File: config.mk
export PLATFORM = sky130hd
export DESIGN_NAME = step_ctrl
export DESIGN_NICKNAME = d
export VERILOG_FILES = /design/src/rtl/step_ctrl.sv
export SDC_FILE = /design/constraint.sdc
export NUM_CORES = 1
export LEC_CHECK = 0
export ABC_AREA = 1
export CAP_MARGIN = 20
export CORE_ASPECT_RATIO = 0.75
export CORE_MARGIN = 4
export CORE_UTILIZATION = 45
export DETAILED_ROUTE_END_ITERATION = 10
export DONT_BUFFER_PORTS = 1
export PLACE_DENSITY = 0.61
export SETUP_SLACK_MARGIN = 0.3
export SYNTH_ARGS = -nofsm -noshare
export SYNTH_HDL_FRONTEND = slang
export SYNTH_SLANG_ARGS = --single-unit
File: constraint.sdc
create_clock -name clk -period 3.2 [get_ports clk]
set_input_delay 0.48 -clock clk [delete_from_list [all_inputs] [get_ports clk]]
set_output_delay 0.48 -clock clk [all_outputs]
set_load 0.005 [all_outputs]
File: src/rtl/step_ctrl.sv
// Execution-step controller: debounces the step button and issues CPU clock-enable
// pulses in single-step, burst, free-run or locked mode, with halt and pulse counting.
module step_ctrl #(
    parameter int DEBOUNCE_CYCLES = 5000,
    parameter int BURST_W         = 8,
    parameter int DIV_W           = 16,
    parameter int TICK_W          = 8
) (
    input  logic               clk,
    input  logic               reset,
    input  logic               step_btn,
    input  logic [1:0]         mode,
    input  logic [BURST_W-1:0] burst_len,
    input  logic [DIV_W-1:0]   run_div,
    input  logic               halt_req,
    output logic               cpu_en,
    output logic               busy,
    output logic [TICK_W-1:0]  ticks,
    output logic               btn_level
);

    localparam int CNT_W = (DEBOUNCE_CYCLES > 1) ? $clog2(DEBOUNCE_CYCLES) : 1;
    localparam logic [CNT_W-1:0] CNT_LAST = CNT_W'(DEBOUNCE_CYCLES - 1);

    localparam logic [1:0] ST_IDLE  = 2'd0;
    localparam logic [1:0] ST_STEP  = 2'd1;
    localparam logic [1:0] ST_BURST = 2'd2;
    localparam logic [1:0] ST_RUN   = 2'd3;

    logic               s1_reg, s2_reg;
    logic [CNT_W-1:0]   cnt_reg;
    logic               btn_level_reg, btn_dly_reg;
    logic               press;

    logic [1:0]         state_reg, state_next;
    logic [BURST_W-1:0] rem_reg, rem_next;
    logic [DIV_W-1:0]   div_reg, div_next;
    logic               cpu_en_reg, cpu_en_next;
    logic               busy_reg, busy_next;
    logic [TICK_W-1:0]  ticks_reg;

    // Synchroniser and debounce: level only moves after a full stable window.
    always_ff @(posedge clk or negedge reset) begin
        if (!reset) begin
            s1_reg        <= 1'b0;
            s2_reg        <= 1'b0;
            cnt_reg       <= '0;
            btn_level_reg <= 1'b0;
            btn_dly_reg   <= 1'b0;
        end else begin
            s1_reg      <= step_btn;
            s2_reg      <= s1_reg;
            btn_dly_reg <= btn_level_reg;
            if (s2_reg == btn_level_reg) begin
                cnt_reg <= '0;
            end else if (cnt_reg == CNT_LAST) begin
                btn_level_reg <= s2_reg;
                cnt_reg       <= '0;
            end else begin
                cnt_reg <= cnt_reg + CNT_W'(1);
            end
        end
    end

    assign press = btn_level_reg & ~btn_dly_reg;

    always_comb begin
        state_next  = state_reg;
        rem_next    = rem_reg;
        div_next    = div_reg;
        cpu_en_next = 1'b0;
        if (halt_req) begin
            state_next = ST_IDLE;
        end else begin
            case (state_reg)
                ST_IDLE: begin
                    if (press) begin
                        case (mode)
                            2'd0: begin
                                state_next  = ST_STEP;
                                cpu_en_next = 1'b1;
                            end
                            2'd1: begin
                                if (burst_len != '0) begin
                                    state_next  = ST_BURST;
                                    rem_next    = burst_len - BURST_W'(1);
                                    div_next    = '0;
                                    cpu_en_next = 1'b1;
                                end
                            end
                            2'd2: begin
                                state_next  = ST_RUN;
                                div_next    = '0;
                                cpu_en_next = 1'b1;
                            end
                            default: ;
                        endcase
                    end
                end
                ST_STEP: state_next = ST_IDLE;
                ST_BURST: begin
                    if (press) begin
                        state_next = ST_IDLE;
                    end else if (div_reg == run_div) begin
                        div_next = '0;
                        if (rem_reg == '0) begin
                            state_next = ST_IDLE;
                        end else begin
                            cpu_en_next = 1'b1;
                            rem_next    = rem_reg - BURST_W'(1);
                        end
                    end else begin
                        div_next = div_reg + DIV_W'(1);
                    end
                end
                ST_RUN: begin
                    if (press) begin
                        state_next = ST_IDLE;
                    end else if (div_reg == run_div) begin
                        div_next    = '0;
                        cpu_en_next = 1'b1;
                    end else begin
                        div_next = div_reg + DIV_W'(1);
                    end
                end
                default: state_next = ST_IDLE;
            endcase
        end
    end

    assign busy_next = (state_next != ST_IDLE);

    always_ff @(posedge clk or negedge reset) begin
        if (!reset) begin
            state_reg  <= ST_IDLE;
            rem_reg    <= '0;
            div_reg    <= '0;
            cpu_en_reg <= 1'b0;
            busy_reg   <= 1'b0;
            ticks_reg  <= '0;
        end else begin
            state_reg  <= state_next;
            rem_reg    <= rem_next;
            div_reg    <= div_next;
            cpu_en_reg <= cpu_en_next;
            busy_reg   <= busy_next;
            if (cpu_en_reg) begin
                ticks_reg <= ticks_reg + TICK_W'(1);
            end
        end
    end

    assign cpu_en    = cpu_en_reg;
    assign busy      = busy_reg;
    assign ticks     = ticks_reg;
    assign btn_level = btn_level_reg;

endmodule

==> reports/summary.txt, run 1 <==
Req. time, crit path: 3.43 ns
first-pass GRT wire length: 11.9 mm
min Tclk post-route: 2.40 ns
initial DRC count: 192
sequential share of the synthesized area: 0.404
CTS Buf Count: 5
Avg Cell Area, Syn: 6.98 um2
Final Hold Viols: 0
most frequent cells in the layout: nand2_1 (136), inv_1 (79), nor2_1 (58)
cts repair resizes: 0
DRC: 0
clk buf depth: 2
Initial Util: 0.471
initial antenna violation count: 0
overall routed net length: 7.07 mm
CP arrival: 2.62 ns
Gate Count Post-Synth: 470
Die X: 107 um
share of cells above drive strength 1: 0.0485
Net Count, Synth: 504
FP Rows: 26
post-route ant nets: 0
# Post-CTS Setup Buffers: 0
via count: 2805
number of flip-flops under the largest register name: 16
actual slew at the worst max-slew pin: 0.873 ns
H-tree depth: 2
cell area power density: 327 nW/um2
post-DR wirelength/cell: 12.4 um
Yosys reg bits: 53
number of global-route vias before repair: 2451
setup tns final: 0 ns
CP Class: register to register
worst vdd ir: 0.000177 V
Tot Pwr: 1.14 mW
post-route clock period utilization: 0.749
Final Setup Violations: 0
I/O Buffers: 0
cts hold-fix bufs: 1
total congestion overflow: 0
largest net degree at the start of global routing: 54
crit path max fanout: 30
Worst setup SP type: register
Total GRT Usage: 0.170
Worst-Skew Late Latency: 0.31 ns
Die ar.: 8740 um2
Layout area overhead: 6.25%
synthesized cell area: 3280 um2
ant diodes: 0
Slew Limit Headroom: 0.417
DR pass1 iterations: 4
max_cap viols: 0
clock skew: 0.0112 ns
clock-pin slew on the worst setup and hold paths: 0.11 ns
Final nets: 507
Sink Count: 53
CP endpoint kind: register
leakage dissipation: 1.82 nW
dpl hpwl: 5.28 mm
fin. max-slew vios: 0
hold crit path type: primary input to asynchronous set/reset pin
Peak Freq: 0.417 GHz
die height: 82.0 um
total core area: 6960 um2
outcome: completed
vias per inst: 4.90
warnings from Yosys: 0
post-synthesis cell type count: 31
RSZ-0062 raised after global routing: false
Ports: 41
CTS tree: yes
Final Wtd Congestion: 0.839
most common cell after layout, fill and taps aside: nand2_1
root buf cell: clkbuf_8
cells in the mapped netlist, drive strengths merged:
cell / instances / area (um2)
xnor2: 7 / 61.3
o21ai: 27 / 150
nor3b: 6 / 45.0
dfrtp: 53 / 1330
nand4: 11 / 68.8
nand2: 140 / 541
nand3b: 1 / 7.51
nor2: 61 / 241
nor4: 2 / 12.5
nor3: 10 / 50.1
and2: 1 / 6.26
o21a: 2 / 15.0
ha: 4 / 50.1
clkbuf: 1 / 3.75
xor2: 15 / 131
mux2: 2 / 22.5
a21oi: 11 / 58.8
nand3: 31 / 155
buf: 4 / 31.3
inv: 81 / 304
final timing paths:
path                            slack (ns)         start  depth (start not counted)    endpoint
worst max-delay path                  0.80  state_reg[1]                          8        busy
worst min-delay path                 0.004         reset                          1  cnt_reg[0]
worst max register to register        0.80  state_reg[1]                          8        busy
worst min register to register        0.36        s1_reg                          0      s2_reg
max in group asynchronous             2.96         reset                          1    ticks[5]
min in group clk                      0.18      step_btn                          0      s1_reg
final cells by class:
type                            count  area (um2)
Fill cell                         735        3470
Clock inverter                      3        21.3
Tap cell                           98         123
Sequential cell                    53        1330
Clock buffer                        5        68.8
Timing Repair Buffer                1        27.5
Multi-Input combinational cell    331        1620
Inverter                           81         304
layer usage:
metal  wire (um)  global-route usage  share of wire  vias to the layer above
met5           0                   0              0                        -
met4          46              0.0370         0.0065                        0
met3         483              0.0416          0.068                        4
met2        2840               0.249           0.40                       58
met1        3700               0.254           0.52                     1273
li1            -                   -              -                     1470
logic make-up (layout without fill, tap and decap cells):
family          count (synthesis)  after routing  share of synthesized area
compound gates                 40             40                     0.0682
xor+xnor                       22             22                     0.0587
fa+ha+maj                       4              4                     0.0153
buf+inv                        86             90                      0.103
flops                          53             53                      0.404
mux                             2              2                    0.00686
simple gates                  263            263                      0.344
power breakdown:
group,internal (mW),switching [mW]
Clock,0.156,0.239
Combinational,0.0246,0.0465
Sequential,0.673,0.00261
critical path, stage by stage (launching register included):
cell and delay (ns):
dfrtp_1 0.67, inv_2 0.12, a21oi_1 0.15, nand2_1 0.09, nor2_1 0.15, o21ai_1 0.08
nand2_1 0.64, o21ai_0 0.27, o21ai_0 0.15
metrics by stage:
step	instances	setup WS [ns]	hold slack, ns	util	cell area, um2
floorplan	470	1.61	0.184	-	3280
detailed placement	563	0.831	0.186	0.484	3370
global placement	563	0.930	0.186	0.484	3370
CTS	572	0.795	0.0155	0.501	3490
global route	572	0.519	0.0171	0.501	3490
finish	572	0.804	0.00382	0.501	3490
Note: power is estimated with default switching activity, not from simulation.
==> inputs of run 2 (changes only) <==
- clock period: 3.2 -> 2.5 ns (I/O delays scaled with it)
==> run 2 against run 1 <==
- sequential share of layout area shrank 0.41 points
- design area grew 1.2%
- combinational power grew 30%
- register-to-register slack lost 0.35 ns
- non-clock buffer count grew 2
- highest routed layer unchanged
- critical path depth grew 2
- hold slack gained 0.083 ns
- fmax grew 17%
==> reports/summary.txt, run 2 (synthesis gave the netlist of run 1 again) <==
sequential share of power: 0.553 (-0.039)
clock skew: 0.00948 ns (-0.00169 ns)
Sink Count: 53 (unchanged)
fin util: 0.507 (+0.00593)
outcome: completed
number of flip-flops under the largest register name: 16 (unchanged)
clk buf depth: 2 (unchanged)
die height: 82.0 um (unchanged)
largest net degree at the start of global routing: 54 (unchanged)
pre-CTS setup slack: 0.387 ns (-0.444 ns)
Final Hold Viols: 0 (unchanged)
CP Class: register to register
Tot Pwr: 1.57 mW (+37%)
FP Rows: 26 (unchanged)
clock-pin slew on the worst setup and hold paths: 0.10 ns (about the same)
crit path max fanout: 18 (-40%)
Ports: 41 (unchanged)
crit-path max cell delay: 0.55 ns (-0.12 ns)
H-tree depth: 2 (unchanged)
R2R Path Start: state_reg[1]
hold crit path type: primary input to register
Clock Power Share: 0.388 (+0.042)
R2R depth: 10 (+2)
Multi-input gate area: 1620 um2 (unchanged)
Die X: 107 um (unchanged)
Worst-Skew Late Latency: 0.31 ns (about the same)
Final Setup Violations: 0 (unchanged)
initial DRC count: 151 (-21%)
overall routed net length: 7.01 mm (-0.82%)
Layout area overhead: 7.51%
root buf cell: clkbuf_8
worst vdd ir: 0.000257 V (+45%)
initial antenna violation count: 0 (unchanged)
RSZ-0062 raised after global routing: false
dpl hpwl: 5.31 mm (+0.54%)
Buf/Inv on CP: 2 (+1)
actual slew at the worst max-slew pin: 0.600 ns (-0.273 ns)
DR pass1 iterations: 4 (unchanged)
Total GRT Usage: 0.174 (+0.00367)
Logic pwr share: 0.059 (-0.003)
crit-path most repeated cell: nand2_1
FF+latch area: 1330 um2 (about the same)
Req. time, crit path: 2.72 ns (-0.71 ns)
leakage dissipation: 1.84 nW (+1.2%)
vias per inst: 4.83 (-1.5%)
min Tclk post-route: 2.05 ns (-0.350 ns)
Worst setup SP type: register
CTS Buf Count: 5 (unchanged)
most frequent cells in the layout: nand2_1 (136), inv_1 (79), nor2_1 (58)
Hold Path Depth: 0
ant diodes: 0 (unchanged)
post-route ant nets: 0 (unchanged)
Die ar.: 8740 um2 (unchanged)
post-DR wirelength/cell: 12.2 um (-1.2%)
first-pass GRT wire length: 12.1 mm (+1.6%)
total core area: 6960 um2 (unchanged)
fin. max-slew vios: 0 (unchanged)
slowest cell on the critical path: dfrtp_2
reg-to-reg setup timing slack: 0.45 ns (-0.35 ns)
cell family with the largest share of critical-path delay: simple AND/OR/NAND/NOR gates
share of cells above drive strength 1: 0.0525 (+0.00400)
CP endpoint kind: register
CP arrival: 2.26 ns (-0.36 ns)
number of global-route vias before repair: 2595 (+5.9%)
HP Start: step_btn
hold path endpoint: s1_reg
final worst slack: 0.454 ns (-0.350 ns)
CTS tree: yes
R2R Path End: div_reg[14]
# Post-CTS Setup Buffers: 0 (unchanged)
Slew Limit Headroom: 0.596 (+0.180)
post-route clock period utilization: 0.818 (+0.0695)
setup tns final: 0 ns (unchanged)
Initial Util: 0.471 (unchanged)
Cell Int Power: 1.20 mW (+40%)
DRC: 0 (unchanged)
I/O Buffers: 0 (unchanged)
most common cell after layout, fill and taps aside: nand2_1
filler cell count: 733 (-0.27%)
Final nets: 509 (+0.39%)
Peak Freq: 0.489 GHz (+17%)
total congestion overflow: 0 (unchanged)
max_cap viols: 0 (unchanged)
via count: 2773 (-1.1%)
Switch Pwr: 370 uW (+29%)
worst path cell trace: inv_2 -> a21oi_1 -> nand2_1 -> nor2_1 -> o21ai_1 -> nand2_1 -> buf_4 -> nand3_1 -> nand2_1 -> nor2_1
cell area power density: 444 nW/um2 (+35%)
Final Wtd Congestion: 0.926 (+10%)
sw frac: 0.236 (-0.0156)
==> run 2: changes by cell type in the layout (fill, tap and decap cells not counted), sizes merged <==
cell,delta
clkinvlp,-1
bufinv,+1
dlygate4sd3,+1
buf,+1
==> run 2: worst register-to-register path, cell delays in order (launching register included) <==
cell	delay, ns
dfrtp_2	0.55
inv_2	0.11
a21oi_1	0.15
nand2_1	0.09
nor2_1	0.15
o21ai_1	0.09
nand2_1	0.31
buf_4	0.29
nand3_1	0.10
nand2_1	0.07
nor2_1	0.03
==> run 2: worst max-delay path by stage <==
| stage | startpoint | slack [ns] | cells after the start | end |
|---|---|---|---|---|
| finish | state_reg[1] | 0.45 | 10 | div_reg[14] |
| global route | state_reg[1] | 0.31 | 11 | div_reg[14] |
| CTS | state_reg[1] | 0.35 | 11 | div_reg[14] |
| detailed placement | state_reg[1] | 0.39 | 11 | div_reg[14] |
| global placement | state_reg[1] | 0.47 | 10 | div_reg[14] |
| floorplan | state_reg[0] | 0.91 | 11 | rem_reg[4] |
==> run 2: repair_timing <==
action,4_1_cts,5_1_grt
setup endpoints to repair,0,10
gates resized for setup,0,1
endpoints found under the hold margin,53,0
hold buffers,2,0
==> run 2: cell type report <==
cell class | count | area share
multi-input cells | 331 | 0.458
clock buffers | 5 | 0.0195
well taps | 98 | 0.0348
inverters | 81 | 0.0862
repair buffers | 3 | 0.0128
flip-flops and latches | 53 | 0.376
clock inverters | 3 | 0.0124
==> run 2: through the flow <==
| stage | std cells | instance area [um2] | hold WS (ns) |
|---|---|---|---|
| floorplan | 470 | 3280 | 0.0794 |
| global placement | 564 | 3380 | 0.0809 |
| detailed placement | 564 | 3380 | 0.0807 |
| CTS | 574 | 3530 | 0.0757 |
| global route | 574 | 3530 | 0.0666 |
| finish | 574 | 3530 | 0.0867 |
==> run 2: per-layer routing <==
layer,vias to the layer above,track usage,share of wire
met3,5,0.0432,0.058
met5,-,0,0
met2,48,0.254,0.40
met4,0,0.0460,0.0088
met1,1252,0.257,0.53
li1,1468,-,-
==> run 2: power by group through the flow <==
stage	combinational (mW)	clock, mW	sequential [mW]
after floorplan	0.0584	0	0.882
after global placement	0.0682	0	0.883
after detailed placement	0.0700	0	0.883
after CTS	0.0950	0.631	0.866
after global routing	0.110	0.663	0.867
final	0.0926	0.607	0.865
==> inputs of run 3 (changes only) <==
- PLACE_DENSITY: 0.61 -> 0.63
- clock period: 2.5 -> 1.7 ns (I/O delays scaled with it)
==> run 3 against run 2 <==
- critical endpoint is now div_reg[6]
- the flow now finishes with violations (hold timing)
- power is 43% higher
- sequential share of layout area is 7.1 points lower
- highest routed layer unchanged
- first-iteration DRC count is 21% higher
- fmax is 25% higher
- largest cell class unchanged
- clock power is 32% higher
- final cell count is 9.8% higher
- hold slack worse by 0.47 ns
- combinational power is 74% higher
==> reports/summary.txt, run 3 (synthesis gave the netlist of run 1 again) <==
outcome: finished, violations left
failing checks: hold timing
Tot Pwr: 2.24 mW (+43%)
first-pass GRT wire length: 13.8 mm (+14%)
Final nets: 565 (+11%)
actual slew at the worst max-slew pin: 0.319 ns (-0.281 ns)
hold crit path type: primary input to asynchronous set/reset pin
I/O Buffers: 0 (unchanged)
CTS tree: yes
most frequent cells in the layout: nand2_1 (116), inv_1 (65), buf_4 (48)
fin util: 0.628 (+0.121)
Clock Power Share: 0.358 (-0.030)
Final Wtd Congestion: 0.876 (-5.4%)
sequential share of power: 0.570 (+0.017)
CP endpoint kind: register
DR pass1 iterations: 5 (+1)
Ports: 41 (unchanged)
Layout area overhead: 33.3%
cts hold-fix bufs: 1 (-1)
Crit. Startpoint: state_reg[0]
total congestion overflow: 0 (unchanged)
post-route ant nets: 0 (unchanged)
Multi-input gate area: 2020 um2 (+25%)
max_cap viols: 0 (unchanged)
Peak Freq: 0.612 GHz (+25%)
ant diodes: 0 (unchanged)
clock skew: 0.00557 ns (-0.00391 ns)
Switch Pwr: 590 uW (+60%)
initial antenna violation count: 0 (unchanged)
CTS Buf Count: 5 (unchanged)
post-route clock period utilization: 0.962 (+0.143)
largest net degree at the start of global routing: 54 (unchanged)
Initial Util: 0.471 (unchanged)
RSZ-0062 raised after global routing: true
R2R depth: 9 (-1)
Worst-Skew Late Latency: 0.32 ns (about the same)
R2R Path Start: state_reg[0]
overall routed net length: 8.35 mm (+19%)
FF+latch area: 1340 um2 (+0.66%)
worst vdd ir: 0.000366 V (+42%)
post-DR wirelength/cell: 13.3 um (+8.5%)
die height: 82.0 um (unchanged)
Slew Limit Headroom: 0.787 (+0.190)
H-tree depth: 2 (unchanged)
Die ar.: 8740 um2 (unchanged)
Cell Int Power: 1.65 mW (+38%)
reg-to-reg setup timing slack: 0.06 ns (-0.39 ns)
root buf cell: clkbuf_8
share of cells above drive strength 1: 0.321 (+0.269)
via count: 3140 (+13%)
CP Class: register to register
vias per inst: 4.98 (+3.2%)
initial DRC count: 183 (+21%)
Die X: 107 um (unchanged)
Total GRT Usage: 0.198 (+0.0241)
Hold Worst Slack: -0.387 ns (-0.474 ns)
Sink Count: 53 (unchanged)
number of flip-flops under the largest register name: 16 (unchanged)
fin. max-slew vios: 0 (unchanged)
most common cell after layout, fill and taps aside: nand2_1
Logic pwr share: 0.072 (+0.013)
FP Rows: 26 (unchanged)
crit path max fanout: 7 (-11)
busiest grt layer: met2
met3 usage: 0.0487 (+0.00550)
Req. time, crit path: 1.92 ns (-0.80 ns)
Worst setup SP type: register
R2R Path End: div_reg[6]
clk buf depth: 2 (unchanged)
CP arrival: 1.85 ns (-0.41 ns)
leakage dissipation: 2.19 nW (+19%)
total core area: 6960 um2 (unchanged)
Global Route met2 Usage: 0.325 (+0.0716)
min Tclk post-route: 1.64 ns (-0.411 ns)
cell area power density: 513 nW/um2 (+16%)
Final Hold Viols: 53 (+53)
Critical Path End: div_reg[6]
number of global-route vias before repair: 3027 (+17%)
dpl hpwl: 5.57 mm (+5.0%)
sw frac: 0.263 (+0.0267)
Final Setup Violations: 0 (unchanged)
DRC: 0 (unchanged)
clock-pin slew on the worst setup and hold paths: 0.11 ns (about the same)
filler cell count: 631 (-14%)
met1 Use GR: 0.261 (+0.00425)
[run 3: cell types whose count changed in the layout (fill, tap and decap cells not counted), sizes merged]
| cell | previous run | this run |
|---|---|---|
| bufinv | 1 | 0 |
| buf | 2 | 56 |
| clkbuf | 5 | 6 |
| inv | 82 | 83 |
| nand2 | 140 | 141 |
[run 3: how the worst min path moves through the flow]
stage / cells past startpoint / end / slack, ns / from
2_1_floorplan: 0 / btn_dly_reg / -0.04 / reset
3_3_place_gp: 0 / cnt_reg[3] / -0.04 / reset
3_5_place_dp: 0 / cnt_reg[4] / -0.04 / reset
4_1_cts: 0 / cnt_reg[4] / -0.41 / reset
5_1_grt: 0 / cnt_reg[4] / -0.41 / reset
6_report: 0 / cnt_reg[4] / -0.39 / reset
[run 3: final cells by class]
cell class | instances | area share
clock buffers | 5 | 0.0157
clock inverters | 3 | 0.00658
inverters | 81 | 0.0712
multi-input cells | 332 | 0.461
flip-flops and latches | 53 | 0.305
well taps | 98 | 0.0280
repair buffers | 58 | 0.112
[run 3: metal layers]
metal,share of wire,wire (um)
met5,0,0
met1,0.48,4020
met2,0.46,3800
met3,0.051,423
met4,0.012,102
[run 3: through the flow]
stage               area (um2)  setup slack (ns)  cells  hold slack [ns]  setup TNS (ns)
floorplan                 3350             0.184    470          -0.0406               0
global placement          3560            0.0101    580          -0.0390               0
detailed placement        3560            0.0119    580          -0.0386               0
CTS                       4060             0.135    615           -0.405               0
global route              4370          -0.00842    630           -0.408         -0.0134
finish                    4370            0.0650    630           -0.387               0
[run 3: worst max-delay path, cell delays in order, from the launching register on]
cell     delay [ns]
dfrtp_2        0.45
buf_4          0.15
a21oi_4        0.14
nand2_2        0.10
nor2_2         0.14
o21ai_2        0.09
nand2_4        0.14
buf_4          0.14
o21ai_1        0.05
and2_1         0.13
[run 3: power groups by stage]
stage | clock (mW) | sequential, mW | combinational (mW)
3_5_place_dp | 0 | 1.30 | 0.111
6_report | 0.804 | 1.28 | 0.161
3_3_place_gp | 0 | 1.30 | 0.108
4_1_cts | 0.838 | 1.28 | 0.143
5_1_grt | 0.873 | 1.28 | 0.182
2_1_floorplan | 0 | 1.30 | 0.0910
[run 3: what timing repair did]
action	4_1_cts	5_1_grt
resized for setup	62	61
setup endpoints to repair	37	37
pin swaps	32	16
endpoints found under the hold margin	54	53
setup buffers	25	14
cloned	1	1
